<file path="src/rtl/sync_bus_stable_capture.sv">
// sync_bus_stable_capture
// Sits in the clk_b domain after a plain 2-flop bus synchronizer. A new bus word
// is committed to data_out only after it has been sampled unchanged on
// STABLE_CYCLES consecutive clk_b edges. Skewed or transient words are rejected
// and counted in a saturating glitch counter.
//
// Interface: there is no valid/ready handshake. data_sync is sampled on every
// clk_b edge while en=1. data_valid is a one-cycle strobe with no back-pressure.
// It is high in the cycle right after the edge that updated data_out. busy
// mirrors the FSM state (busy=1 means SETTLE), so the state is visible to checkers.
module sync_bus_stable_capture #(
  parameter int DW            = 16,
  parameter int STABLE_CYCLES = 3,
  parameter int CNT_W         = 8
) (
  input  logic          clk_b,
  input  logic          rst,
  input  logic [DW-1:0] data_sync,
  input  logic          en,
  input  logic          glitch_clr,
  output logic [DW-1:0] data_out,
  output logic          data_valid,
  output logic          busy,
  output logic [7:0]    glitch_cnt
);

  typedef enum logic {
    ST_IDLE   = 1'b0,
    ST_SETTLE = 1'b1
  } state_t;

  localparam logic [CNT_W-1:0] CNT_COMMIT = CNT_W'(STABLE_CYCLES - 1);

  state_t           r_state;
  logic [DW-1:0]    r_samp;
  logic [CNT_W-1:0] r_cnt;
  logic [DW-1:0]    r_data_out;
  logic             r_data_valid;
  logic [7:0]       r_glitch_cnt;

  logic             w_reverted;
  logic             w_changed;
  logic             w_glitch;

  // Classify the current SETTLE sample. A reverted bus and a changed word are both rejected transients.
  always_comb begin
    w_reverted = (data_sync == r_data_out);
    w_changed  = (data_sync != r_samp);
    w_glitch   = 1'b0;
    if (r_state == ST_SETTLE && en && (w_reverted || w_changed)) begin
      w_glitch = 1'b1;
    end
  end

  // Capture FSM: track a candidate word and commit it once it has held long enough.
  always_ff @(posedge clk_b or posedge rst) begin
    if (rst) begin
      r_state      <= ST_IDLE;
      r_samp       <= '0;
      r_cnt        <= '0;
      r_data_out   <= '0;
      r_data_valid <= 1'b0;
    end else begin
      r_data_valid <= 1'b0;
      case (r_state)
        ST_IDLE: begin
          if (en && !w_reverted) begin
            r_state <= ST_SETTLE;
            r_samp  <= data_sync;
            r_cnt   <= CNT_W'(1);
          end
        end
        ST_SETTLE: begin
          if (!en) begin
            r_state <= ST_IDLE;
          end else if (w_reverted) begin
            r_state <= ST_IDLE;
          end else if (w_changed) begin
            r_samp <= data_sync;
            r_cnt  <= CNT_W'(1);
          end else if (r_cnt == CNT_COMMIT) begin
            r_data_out   <= r_samp;
            r_data_valid <= 1'b1;
            r_state      <= ST_IDLE;
          end else begin
            r_cnt <= r_cnt + CNT_W'(1);
          end
        end
        default: r_state <= ST_IDLE;
      endcase
    end
  end

  // Saturating count of rejected transients. A clear wins over a same-edge increment.
  always_ff @(posedge clk_b or posedge rst) begin
    if (rst) begin
      r_glitch_cnt <= '0;
    end else if (glitch_clr) begin
      r_glitch_cnt <= '0;
    end else if (w_glitch && r_glitch_cnt != 8'hFF) begin
      r_glitch_cnt <= r_glitch_cnt + 8'd1;
    end
  end

  assign data_out   = r_data_out;
  assign data_valid = r_data_valid;
  assign busy       = (r_state == ST_SETTLE);
  assign glitch_cnt = r_glitch_cnt;

endmodule
</file>
<file path="config.mk">
export PLATFORM = sky130hd
export DESIGN_NAME = sync_bus_stable_capture
export DESIGN_NICKNAME = d
export VERILOG_FILES = /design/src/rtl/sync_bus_stable_capture.sv
export SDC_FILE = /design/constraint.sdc
export NUM_CORES = 1
export LEC_CHECK = 0
export CORE_MARGIN = 1
export CORE_UTILIZATION = 53
export CTS_BUF_LIST = sky130_fd_sc_hd__clkbuf_16
export CTS_CLUSTER_DIAMETER = 200
export DETAILED_ROUTE_END_ITERATION = 8
export HOLD_SLACK_MARGIN = 0.1
export PLACE_DENSITY = 0.8
export REMOVE_ABC_BUFFERS = 1
export SYNTH_ARGS = -nofsm -noshare
export SYNTH_HDL_FRONTEND = slang
export SYNTH_SLANG_ARGS = --single-unit
</file>
<file path="constraint.sdc">
create_clock -name clk_b -period 2.7 [get_ports clk_b]
set_clock_uncertainty 0.05 [all_clocks]
set_input_delay 0.54 -clock clk_b [delete_from_list [all_inputs] [get_ports clk_b]]
set_output_delay 0.54 -clock clk_b [all_outputs]
set_load 0.05 [all_outputs]
</file>
---- Word level (Yosys, flattened, before mapping) ----
Cells that the tools add are included.
storage, ports and cells
  bits in latches ......................... 0
  output and inout port bits .............. 26
  bits in read-only memories .............. 0
  bits of input ports ..................... 20
  memories ................................ 0
  flip-flop bits (word level) ............. 50
  bits in writable memories ............... 0
cells by class
  $add $sub $neg .......................... 2
  magnitude comparators ................... 0
  shift-type cells ........................ 0
  multiply operators ...................... 0
  divide/modulo/power cells ............... 0
  reductions and logical operators ........ 10
  equality and inequality tests ........... 9
  muxes and demuxes ....................... 25
  bitwise logic cells ..................... 3
operators with widths
  kind                 number
  $mux 16              4
  $mux 8               7
  $pmux 16 s2          1
  $add 8x1->8 const B  2
  $eq 16x16->1         1
  $ne 16x16->1         1
  $pmux 8 s2           1
  $mux 1               11
  $eq 8x2->1 const B   1
  $ne 8x8->1 const B   1
  $reduce_and 4->1     2
  $ne 2x2->1 const B   3
  $reduce_and 5->1     1
  $logic_and 1x1->1    4
  $ne 3x3->1 const B   1
  $not 1->1            3
  $ne 2x1->1 const B   1
  $pmux 1 s2           1
  $reduce_bool 2->1    1
  $logic_not 1->1      1
  $logic_or 1x1->1     1

---- Longest topological paths before layout ----
Gate-level depths: netlist (run 1).
  word-level depth ........................ 7
  gate-level depth with buffers ........... 8
  mapped depth without buffers ............ 7

---- Worst setup path after synthesis (run 1) ----
No wires, ideal clock.
  kind .................................... register to register
  from .................................... reg r_glitch_cnt[0] (netlist: glitch_cnt[0])
  to ...................................... reg r_glitch_cnt[0] (netlist: glitch_cnt[0])
  setup slack ............................. 241 ps
  arrival time ............................ 2284 ps
  library setup time ...................... 125 ps
  buffers on the path ..................... 0
  cell stages (with the launch flop) ...... 6
  cell sequence ........................... dfrtp_1 ha_1 and3_1 a311oi_1 a21boi_0 mux2_2
on the way
  word-level cells in the longest chain between the ends .. 3
  elaborated cells between the ends (all ways) .. 6
  those cells by class .................... add/sub: 1; eq/ne: 1; mux: 2; reduce/logical: 2
ends and longest elaborated chain
  element                                             RTL line  text
  start: declaration                                  39        logic [7:0] r_glitch_cnt;
  start signal: assignment                            101       r_glitch_cnt <= r_glitch_cnt + 8'd1;
  $add 8x1->8 / $ne 8x8->1 (equally long branches)    101, 100
  $mux 8 / $logic_and 1x1->1 (equally long branches)  100       end else if (w_glitch && r_glitch_cnt != 8'hFF) begin
  $mux 8 / $reduce_bool 2->1 (equally long branches)  -
Parallel ways exist; a longest one is shown, timed or not. The select of a mux whose other input is x is not followed.
A chain may end at the register's enable or synchronous reset.

---- Worst setup path in the final report (run 1) ----
  from .................................... in data_sync[8]
  to ...................................... reg r_cnt[4]
on the way
  word-level cells in the longest chain between the ends .. 5
  elaborated cells between the ends (all ways) .. 12
  those cells by class .................... eq/ne: 5; mux: 4; reduce/logical: 3
ends and longest elaborated chain
  element                                                RTL line  text
  start: declaration                                     18        input logic [DW-1:0] data_sync,
  $ne 16x16->1 / $eq 16x16->1 (equally long branches)    48, 47
  $mux 8 / $logic_not 1->1 (equally long branches)       78, 67
  $mux 8 / $logic_and 1x1->1 (equally long branches)     76, 67
  $mux 8 / $ne 2x2->1 (equally long branches)            -
  $pmux 8 s2 / $reduce_and 4->1 (equally long branches)  -
  end signal: assignment                                 86        r_cnt <= r_cnt + CNT_W'(1);
  end: declaration                                       36        logic [CNT_W-1:0] r_cnt;
Parallel ways exist; a longest one is shown, timed or not. The select of a mux whose other input is x is not followed.

==> results_dict.tcl, run 1 <==
set metrics [dict create \
    cellPowerDensity_mw_per_mm2 485.4 \
    drv_cap 0 \
    gr-total-overflow 0 \
    synth.distinct_cells 33 \
    avgViaCountPerCell 5.517 \
    place.gp.congestion 0.8252 \
    die_h_um 72.29 \
    final.period_utilization_pct 98.36 \
    start_kind "input pin" \
    grt_pass1_wl_um 9390 \
    ys_ff_latch 50 \
    insertion_delay_ns 0.29 \
    critPathKind "input pin to register" \
    start_util_pct 55.44 \
    fin_nets 309 \
    vdd_drop_max_v 0.0003692 \
    avgSynthCellArea_um2 11.80 \
    dp.cells 345 \
    io_pins 46 \
    synth-seq-area-share_pct 47.78 \
    critPathBufInv 3 \
    gr-usage-all-layers_pct 24.09 \
    first_pass_iters 4 \
    critPathMaxFanout 11 \
    post-dp-hpwl_um 3946 \
    fmax_mhz 376.6 \
    crit_chain "clkdlybuf4s50_1, buf_4, xnor2_1, nand4_1, nor4_4, buf_6, nand4_1, o31ai_1" \
    critPathTopFamily "simple AND/OR/NAND/NOR gates" \
    ant_nets 0 \
    holdWs_ns 0.5005 \
    syn_inst 222 \
    cp.depth 8 \
    rows 25 \
    cts_buffer_depth 2 \
    crit_top_cell "nand4_1" \
    final_hold_viol_count 0 \
    vias 1953 \
    worstMarginPinSlew_ns 0.5938 \
    drt_iter0_drc 143 \
    reg2regPathDepth 8 \
    required_ns 2.84 \
    final_layout_size_suffix_gt1_share_pct 25.78 \
    arrival_ns 2.79 \
    cp-end-kind "register" \
    outcome "complete, no violations" \
    cts.sinks 50 \
    rsz0062_at_grt "true" \
    period_needed_ns 2.656 \
    finalNonFillerCells 354 \
    n_antenna_cell 0 \
    cts_tree "yes" \
    slew_viol_final 0 \
    wirelength_um 5951 \
    core-area_mm2 0.004723 \
    die_area_mm2 0.005226 \
    layout_commonest_cell "dfrtp_1" \
    min_path_type "register to register" \
    die_x_um 72.29 \
    root_buffer "clkbuf_16" \
    wl_per_cell_um 16.81 \
    htree_levels 2 \
    antenna_found_initial 0 \
    slew_headroom_pct 60.32 \
    cts_buffers 5 \
    fill_cells 330 \
    yosys_warnings 0 \
    drcViolationCount 0 \
    clkTransAtPathRegs_ns 0.06 \
    area_delta_synth_final_pct 32.87 \
    portBuffers 45 \
    layout_common_cells "50 x dfrtp_1, 45 x clkdlybuf4s50_1, 40 x mux2_2" \
    worstHoldPathCells 1 \
    setup_violations 0 \
    grt_pass1_vias 1906 \
    p_leak_nw 1.540 \
    critPathMaxStageDelay_ns 0.53 \
    post_synth_instance_area_mm2 0.002619 \
    grt_max_degree 51 \
    final_core_util_pct 73.67 \
    slowest_stage "clkdlybuf4s50_1" \
]
[timing repair]
action / CTS / global route
gates cloned: 0 / 0
pin swaps: 0 / 1
hold buffers: 0 / 0
setup buffers: 0 / 1
endpoints found under the setup margin: 14 / 41
gates resized for setup: 0 / 6
[final cells by class]
cell class	instances	area, µm²	area share, %
repair buffers	63	614.3	17.66
well taps	67	83.83	2.409
inverters	9	33.78	0.9709
flip-flops and latches	50	1251	35.96
multi-input cells	157	1334	38.33
clock buffers	5	125.1	3.596
clock inverters	3	37.54	1.079
[path summary, 6_finish.rpt]
| check | from | end | slack, ns |
|---|---|---|---|
| max | data_sync[8] | r_cnt[4] | 0.04 |
| min | r_samp[4] | data_out[4] | 0.50 |
| max reg2reg | r_cnt[0] | data_out[7] | 0.34 |
| min reg2reg | r_samp[4] | data_out[4] | 0.50 |
| max in group asynchronous | rst | data_out[10] | 1.81 |
| min in group asynchronous | rst | data_out[11] | 0.56 |
[layer usage]
metal	share of wire, %	GRT usage (%)	wire length [µm]	vias up
met4	2.3	9.586	138	0
met2	52	39.15	3107	55
met1	41	31.53	2450	962
li1	-	-	-	923
met5	0	0	0	-
met3	4.3	5.278	254	13
[state kept, by name, indices dropped and copies added, names as in the netlist]
| name | cells |
|---|---|
| r_samp | 16 |
| data_out | 16 |
| glitch_cnt | 8 |
| data_valid | 1 |
| busy | 1 |
| r_cnt | 8 |
[per-stage QoR]
| stage | power [mW] | instance area, µm² | TNS [ns] | setup WS, ns |
|---|---|---|---|---|
| final | 1.689 | 3480 | 0 | 0.04434 |
| after global routing | 1.751 | 3480 | -0.1840 | -0.05783 |
| after CTS | 1.697 | 3422 | -0.08595 | -0.01320 |
| after detailed placement | 1.005 | 3259 | -11.63 | -0.3235 |
| after global placement | 0.9983 | 3259 | -11.26 | -0.3424 |
| after floorplan | 0.9161 | 2585 | 0 | 0.1999 |
[power by group]
group	total, mW	switching (mW)	internal, mW
sequential	0.804	0.0287	0.776
clock	0.693	0.263	0.430
combinational	0.192	0.0910	0.101
total	1.69	0.382	1.31
[worst reg2reg max path, stage by stage, from the launching register on]
cell and delay [ns]:
dfrtp_1 0.40, inv_1 0.09, ha_1 0.15, or4b_1 0.46, nor4_2 0.24, and2_1 0.26
nand4_4 0.14, buf_12 0.18, mux2_2 0.28
[synthesized netlist by cell type]
cell type / number / share of area (%)
clkbuf_1: 2 / 0.29
nand4_1: 10 / 2.4
a21oi_1: 7 / 1.3
or2_2: 1 / 0.24
ha_1: 3 / 1.4
nor2_1: 8 / 1.1
and3_1: 5 / 1.2
nand4_4: 1 / 0.81
a31oi_1: 3 / 0.72
nor4_1: 4 / 0.96
buf_2: 3 / 0.57
xnor2_1: 16 / 5.4
mux2i_1: 1 / 0.38
dfrtp_1: 50 / 48
xor2_1: 16 / 5.4
o22ai_1: 4 / 0.96
and2_1: 4 / 0.96
nor4_2: 1 / 0.48
nand2_1: 6 / 0.86
a21boi_0: 1 / 0.29
a32oi_1: 3 / 1.0
mux2_2: 40 / 17
nor2b_1: 7 / 1.7
a311oi_1: 1 / 0.33
inv_1: 9 / 1.3
a41o_1: 1 / 0.38
or4b_1: 2 / 0.76
nand2b_1: 2 / 0.48
nand3_1: 5 / 0.96
a21oi_2: 1 / 0.33
o31ai_1: 3 / 0.86
nor4_4: 1 / 0.81
buf_6: 1 / 0.43
[logic make-up after synthesis]
group           synth area share [%]
compound gates                 6.211
xor+xnor                       10.70
fa+ha+maj                      1.434
buf+inv                        2.580
flops                          47.78
mux                            17.58
simple gates                   13.71
Power figures use the tool's default switching activity.
==> run 2: changes to the inputs <==
CTS_CLUSTER_DIAMETER = 50   (was 200)
REMOVE_ABC_BUFFERS = not set   (was 1)
clock period = 3 ns   (was 2.7 ns; I/O delays follow)
==> results_dict.tcl, run 2 (synthesis gave the netlist of run 1 again) <==
set metrics [dict create \
    fmax_mhz 369.5 \
    wl_met1_um 2433 \
    gr-usage-all-layers_pct 22.86 \
    arrival_ns 2.83 \
    slew_headroom_pct 39.37 \
    grt_max_degree 27 \
    cts.sinks 50 \
    wl_met3_um 211 \
    p_sw_uw 341.4 \
    holdWs_ns 0.5012 \
    root_buffer "clkbuf_16" \
    drv_cap 0 \
    reg2regPathDepth 7 \
    gr-total-overflow 0 \
    power.internal_mw 1.086 \
    place.gp.congestion 0.8331 \
    antenna_found_initial 0 \
    die_area_mm2 0.005226 \
    die_h_um 72.29 \
    final_area_mm2 0.003337 \
    core-area_mm2 0.004723 \
    final_core_util_pct 70.65 \
    placed_cell_area_mm2 0.003199 \
    cts_setup_buffers 0 \
    worstHoldPathCells 1 \
    totalPowerFinal_mw 1.428 \
    hold-path-endpoint "data_out[2]" \
    synth_nets 245 \
    clkTransAtPathRegs_ns 0.06 \
    critPathMaxFanout 7 \
    rsz0062_at_grt "false" \
    vias 1923 \
    layout_common_cells "50 x dfrtp_1, 45 x clkdlybuf4s50_1, 40 x mux2_2" \
    insertion_delay_ns 0.29 \
    highest_layer "met4" \
    die_x_um 72.29 \
    tns_ns 0 \
    wl_per_cell_um 15.55 \
    portBuffers 45 \
    n_antenna_cell 0 \
    p_leak_nw 1.473 \
    worstMarginPinSlew_ns 0.9094 \
    required_ns 3.13 \
    first_pass_iters 4 \
    outcome "complete, no violations" \
    ant_nets 0 \
    fin_nets 300 \
    post-dp-hpwl_um 3769 \
    final_hold_viol_count 0 \
    vdd_drop_max_v 0.0003488 \
    cts_tree "yes" \
    hold_start "data_out[2]" \
    avgViaCountPerCell 5.574 \
    wirelength_um 5364 \
    fin_ws_ns 0.2935 \
    htree_levels 2 \
    rows 25 \
    critPathKind "input pin to register" \
    cp-end-kind "register" \
    drt_iter0_drc 165 \
    ctsResizeCount 0 \
    met2WireLength_um 2618 \
    grt_pass1_wl_um 9108 \
    worstReg2RegEnd "data_out[3]" \
    swShare_pct 23.91 \
    cts_buffer_depth 2 \
    r2r-start "r_cnt[0]" \
    final_layout_size_suffix_gt1_share_pct 21.94 \
    drcViolationCount 0 \
    start_kind "input pin" \
    min_path_type "register to register" \
    start_util_pct 55.44 \
    finalNonFillerCells 345 \
    slew_viol_final 0 \
    period_needed_ns 2.706 \
    seqPwrFrac_pct 50.7 \
    r2r_slack_ns 0.48 \
    dp.cells 337 \
    grt_pass1_vias 1911 \
    dpl_worst_slack_ns -0.009905 \
    final.period_utilization_pct 90.22 \
    cellPowerDensity_mw_per_mm2 427.8 \
    setup_violations 0 \
    area_delta_synth_final_pct 27.42 \
    p_comb_share_pct 11.4 \
    layout_commonest_cell "dfrtp_1" \
    holdBufCountCts 0 \
    cts_buffers 5 \
    p_clk_share_pct 37.9 \
    io_pins 46 \
    fill_cells 362 \
]
run 2: cell count changes in the layout (fill, tap and decap cells not counted), sizes merged:
| cell | delta |
|---|---|
| inv | -1 |
| buf | -9 |
| clkinv | +2 |
| bufinv | -1 |
run 2: critical path: stages:
cell,delay (ns)
clkdlybuf4s50_1,0.47
xor2_1,0.17
nor4_1,0.49
nand4_1,0.33
buf_4,0.26
a21oi_1,0.17
mux2_2,0.35
run 2: worst max-delay path by stage:
stage	cells after the start	slack, ns	end	start
after floorplan	5	0.54	glitch_cnt[0]	glitch_cnt[0]
after global placement	7	0.01	glitch_cnt[5]	data_sync[11]
after detailed placement	7	-0.01	glitch_cnt[5]	data_sync[10]
after CTS	7	0.29	glitch_cnt[5]	data_sync[10]
after global routing	7	0.13	glitch_cnt[2]	data_sync[10]
final	7	0.29	glitch_cnt[5]	data_sync[10]
run 2: routing by layer:
layer  global-route usage [%]  up-vias
met5                        0        -
met4                    9.150        0
met3                    3.472       10
met2                    36.66       54
met1                    31.32      949
li1                         -      910
run 2: final cells by class:
| type | instances | area [µm²] | share of cell area (%) |
|---|---|---|---|
| Timing Repair Buffer | 54 | 530.5 | 15.90 |
| Clock buffer | 5 | 125.1 | 3.750 |
| Tap cell | 67 | 83.83 | 2.512 |
| Inverter | 9 | 33.78 | 1.012 |
| Multi-Input combinational cell | 157 | 1300 | 38.96 |
| Sequential cell | 50 | 1251 | 37.50 |
| Clock inverter | 3 | 12.51 | 0.3750 |
run 2: power groups by stage:
stage | registers (mW) | logic (mW) | clock network (mW)
5_1_grt | 0.726 | 0.178 | 0.578
6_report | 0.723 | 0.163 | 0.541
3_3_place_gp | 0.733 | 0.162 | 0
2_1_floorplan | 0.736 | 0.0917 | 0
3_5_place_dp | 0.735 | 0.164 | 0
4_1_cts | 0.723 | 0.166 | 0.545
==> run 3: changes to the inputs <==
CAP_MARGIN = 20   (was not set)
CORE_UTILIZATION = 55   (was 53)
CTS_BUF_LIST = sky130_fd_sc_hd__clkbuf_8   (was sky130_fd_sc_hd__clkbuf_16)
PLACE_DENSITY = 0.83   (was 0.8)
==> results_dict.tcl, run 3 (synthesis gave the netlist of run 1 again) <==
set metrics [dict create \
    slowest_stage "nor4_1" \
    clkTransAtPathRegs_ns 0.08 \
    tns_ns 0 \
    drv_cap 0 \
    fin_nets 304 \
    critPathBufInv 2 \
    portBuffers 45 \
    grt_max_degree 28 \
    slew_headroom_pct 35.73 \
    first_pass_iters 9 \
    start_util_pct 58.53 \
    cts_tree "yes" \
    period_needed_ns 2.757 \
    fill_cells 310 \
    die_area_mm2 0.005041 \
    min_path_type "register to register" \
    post-dp-hpwl_um 3873 \
    critPathKind "input pin to register" \
    rsz0062_at_grt "false" \
    vias 1914 \
    final.period_utilization_pct 91.91 \
    cts.sinks 50 \
    cts_buffer_depth 2 \
    area_delta_synth_final_pct 25.61 \
    final_area_mm2 0.003289 \
    root_buffer "clkbuf_8" \
    finalNonFillerCells 333 \
    synth_nets 245 \
    final_hold_viol_count 0 \
    critPathTopFamily "simple AND/OR/NAND/NOR gates" \
    ant_nets 0 \
    dp.cells 326 \
    holdWs_ns 0.5058 \
    n_antenna_cell 0 \
    setup_violations 0 \
    worstMarginPinSlew_ns 0.9641 \
    critPathMaxFanout 7 \
    antenna_found_initial 0 \
    drcViolationCount 4 \
    arrival_ns 2.90 \
    ctsResizeCount 0 \
    layout_common_cells "50 x dfrtp_1, 45 x clkdlybuf4s50_1, 40 x mux2_2" \
    outcome "finished, violations left" \
    final_layout_size_suffix_gt1_share_pct 23.49 \
    cp-end-kind "register" \
    grt_pass1_wl_um 9142 \
    p_leak_nw 1.464 \
    die_x_um 71 \
    insertion_delay_ns 0.30 \
    cts_setup_buffers 0 \
    crit_chain "clkdlybuf4s50_1, xor2_1, nor4_1, nand4_1, buf_4, a21oi_1, mux2_2" \
    htree_levels 2 \
    placed_cell_area_mm2 0.003211 \
    critPathMaxStageDelay_ns 0.56 \
    start_kind "input pin" \
    rows 24 \
    cts_buffers 5 \
    cellPowerDensity_mw_per_mm2 383.2 \
    drt_iter0_drc 164 \
    wirelength_um 5321 \
    slew_viol_final 0 \
    wl_per_cell_um 15.98 \
    violations "design-rule violations" \
    gr-total-overflow 0 \
    core-area_mm2 0.004474 \
    place.gp.congestion 0.8073 \
    vdd_drop_max_v 0.0002956 \
    holdBufCountCts 0 \
    grt_pass1_vias 1912 \
    layout_commonest_cell "dfrtp_1" \
    fmax_mhz 362.7 \
    gr-usage-all-layers_pct 23.51 \
    final_core_util_pct 73.52 \
    die_h_um 71 \
    required_ns 3.14 \
    avgViaCountPerCell 5.748 \
    io_pins 46 \
]
run 3: report_power, final:
group          switching, mW  leakage (nW)  internal, mW
logic                 0.0790         0.766        0.0887
clock network          0.214        0.0438         0.157
registers             0.0246         0.654         0.697
run 3: layout make-up:
type	instances	area, µm²	share of cell area, %
timing repair buffer	58	560.5	17.04
clock inverter	2	10.01	0.3043
inverter	9	33.78	1.027
multi-input combinational	157	1300	39.52
sequential	50	1251	38.04
tap	52	65.06	1.978
clock buffer	5	68.82	2.092
run 3: path summary, 6_finish.rpt:
check | start | to | slack (ns) | cells past startpoint
setup reg to reg | r_cnt[0] | data_out[7] | 0.49 | 7
min in group asynchronous | rst | r_samp[11] | 0.60 | 2
hold reg to reg | r_cnt[4] | r_cnt[4] | 0.51 | 1
setup / recovery | data_sync[10] | glitch_cnt[6] | 0.24 | 7
max in group asynchronous | rst | r_cnt[3] | 1.77 | 3
hold / removal | r_cnt[4] | r_cnt[4] | 0.51 | 1
run 3: routing by layer:
metal  vias up  GRT usage (%)  share of wire, %
met5         -              0                 0
met4         0          6.889               1.7
li1        913              -                 -
met3        11          5.556               3.9
met1       939          31.54                45
met2        51          38.35                49
run 3: metrics by stage:
stage | total power [mW] | worst slack, ns
after global placement | 0.8982 | 0.004534
after floorplan | 0.8273 | 0.5411
final | 1.260 | 0.2426
after CTS | 1.268 | 0.2923
after global routing | 1.318 | 0.1392
after detailed placement | 0.9033 | -0.01938
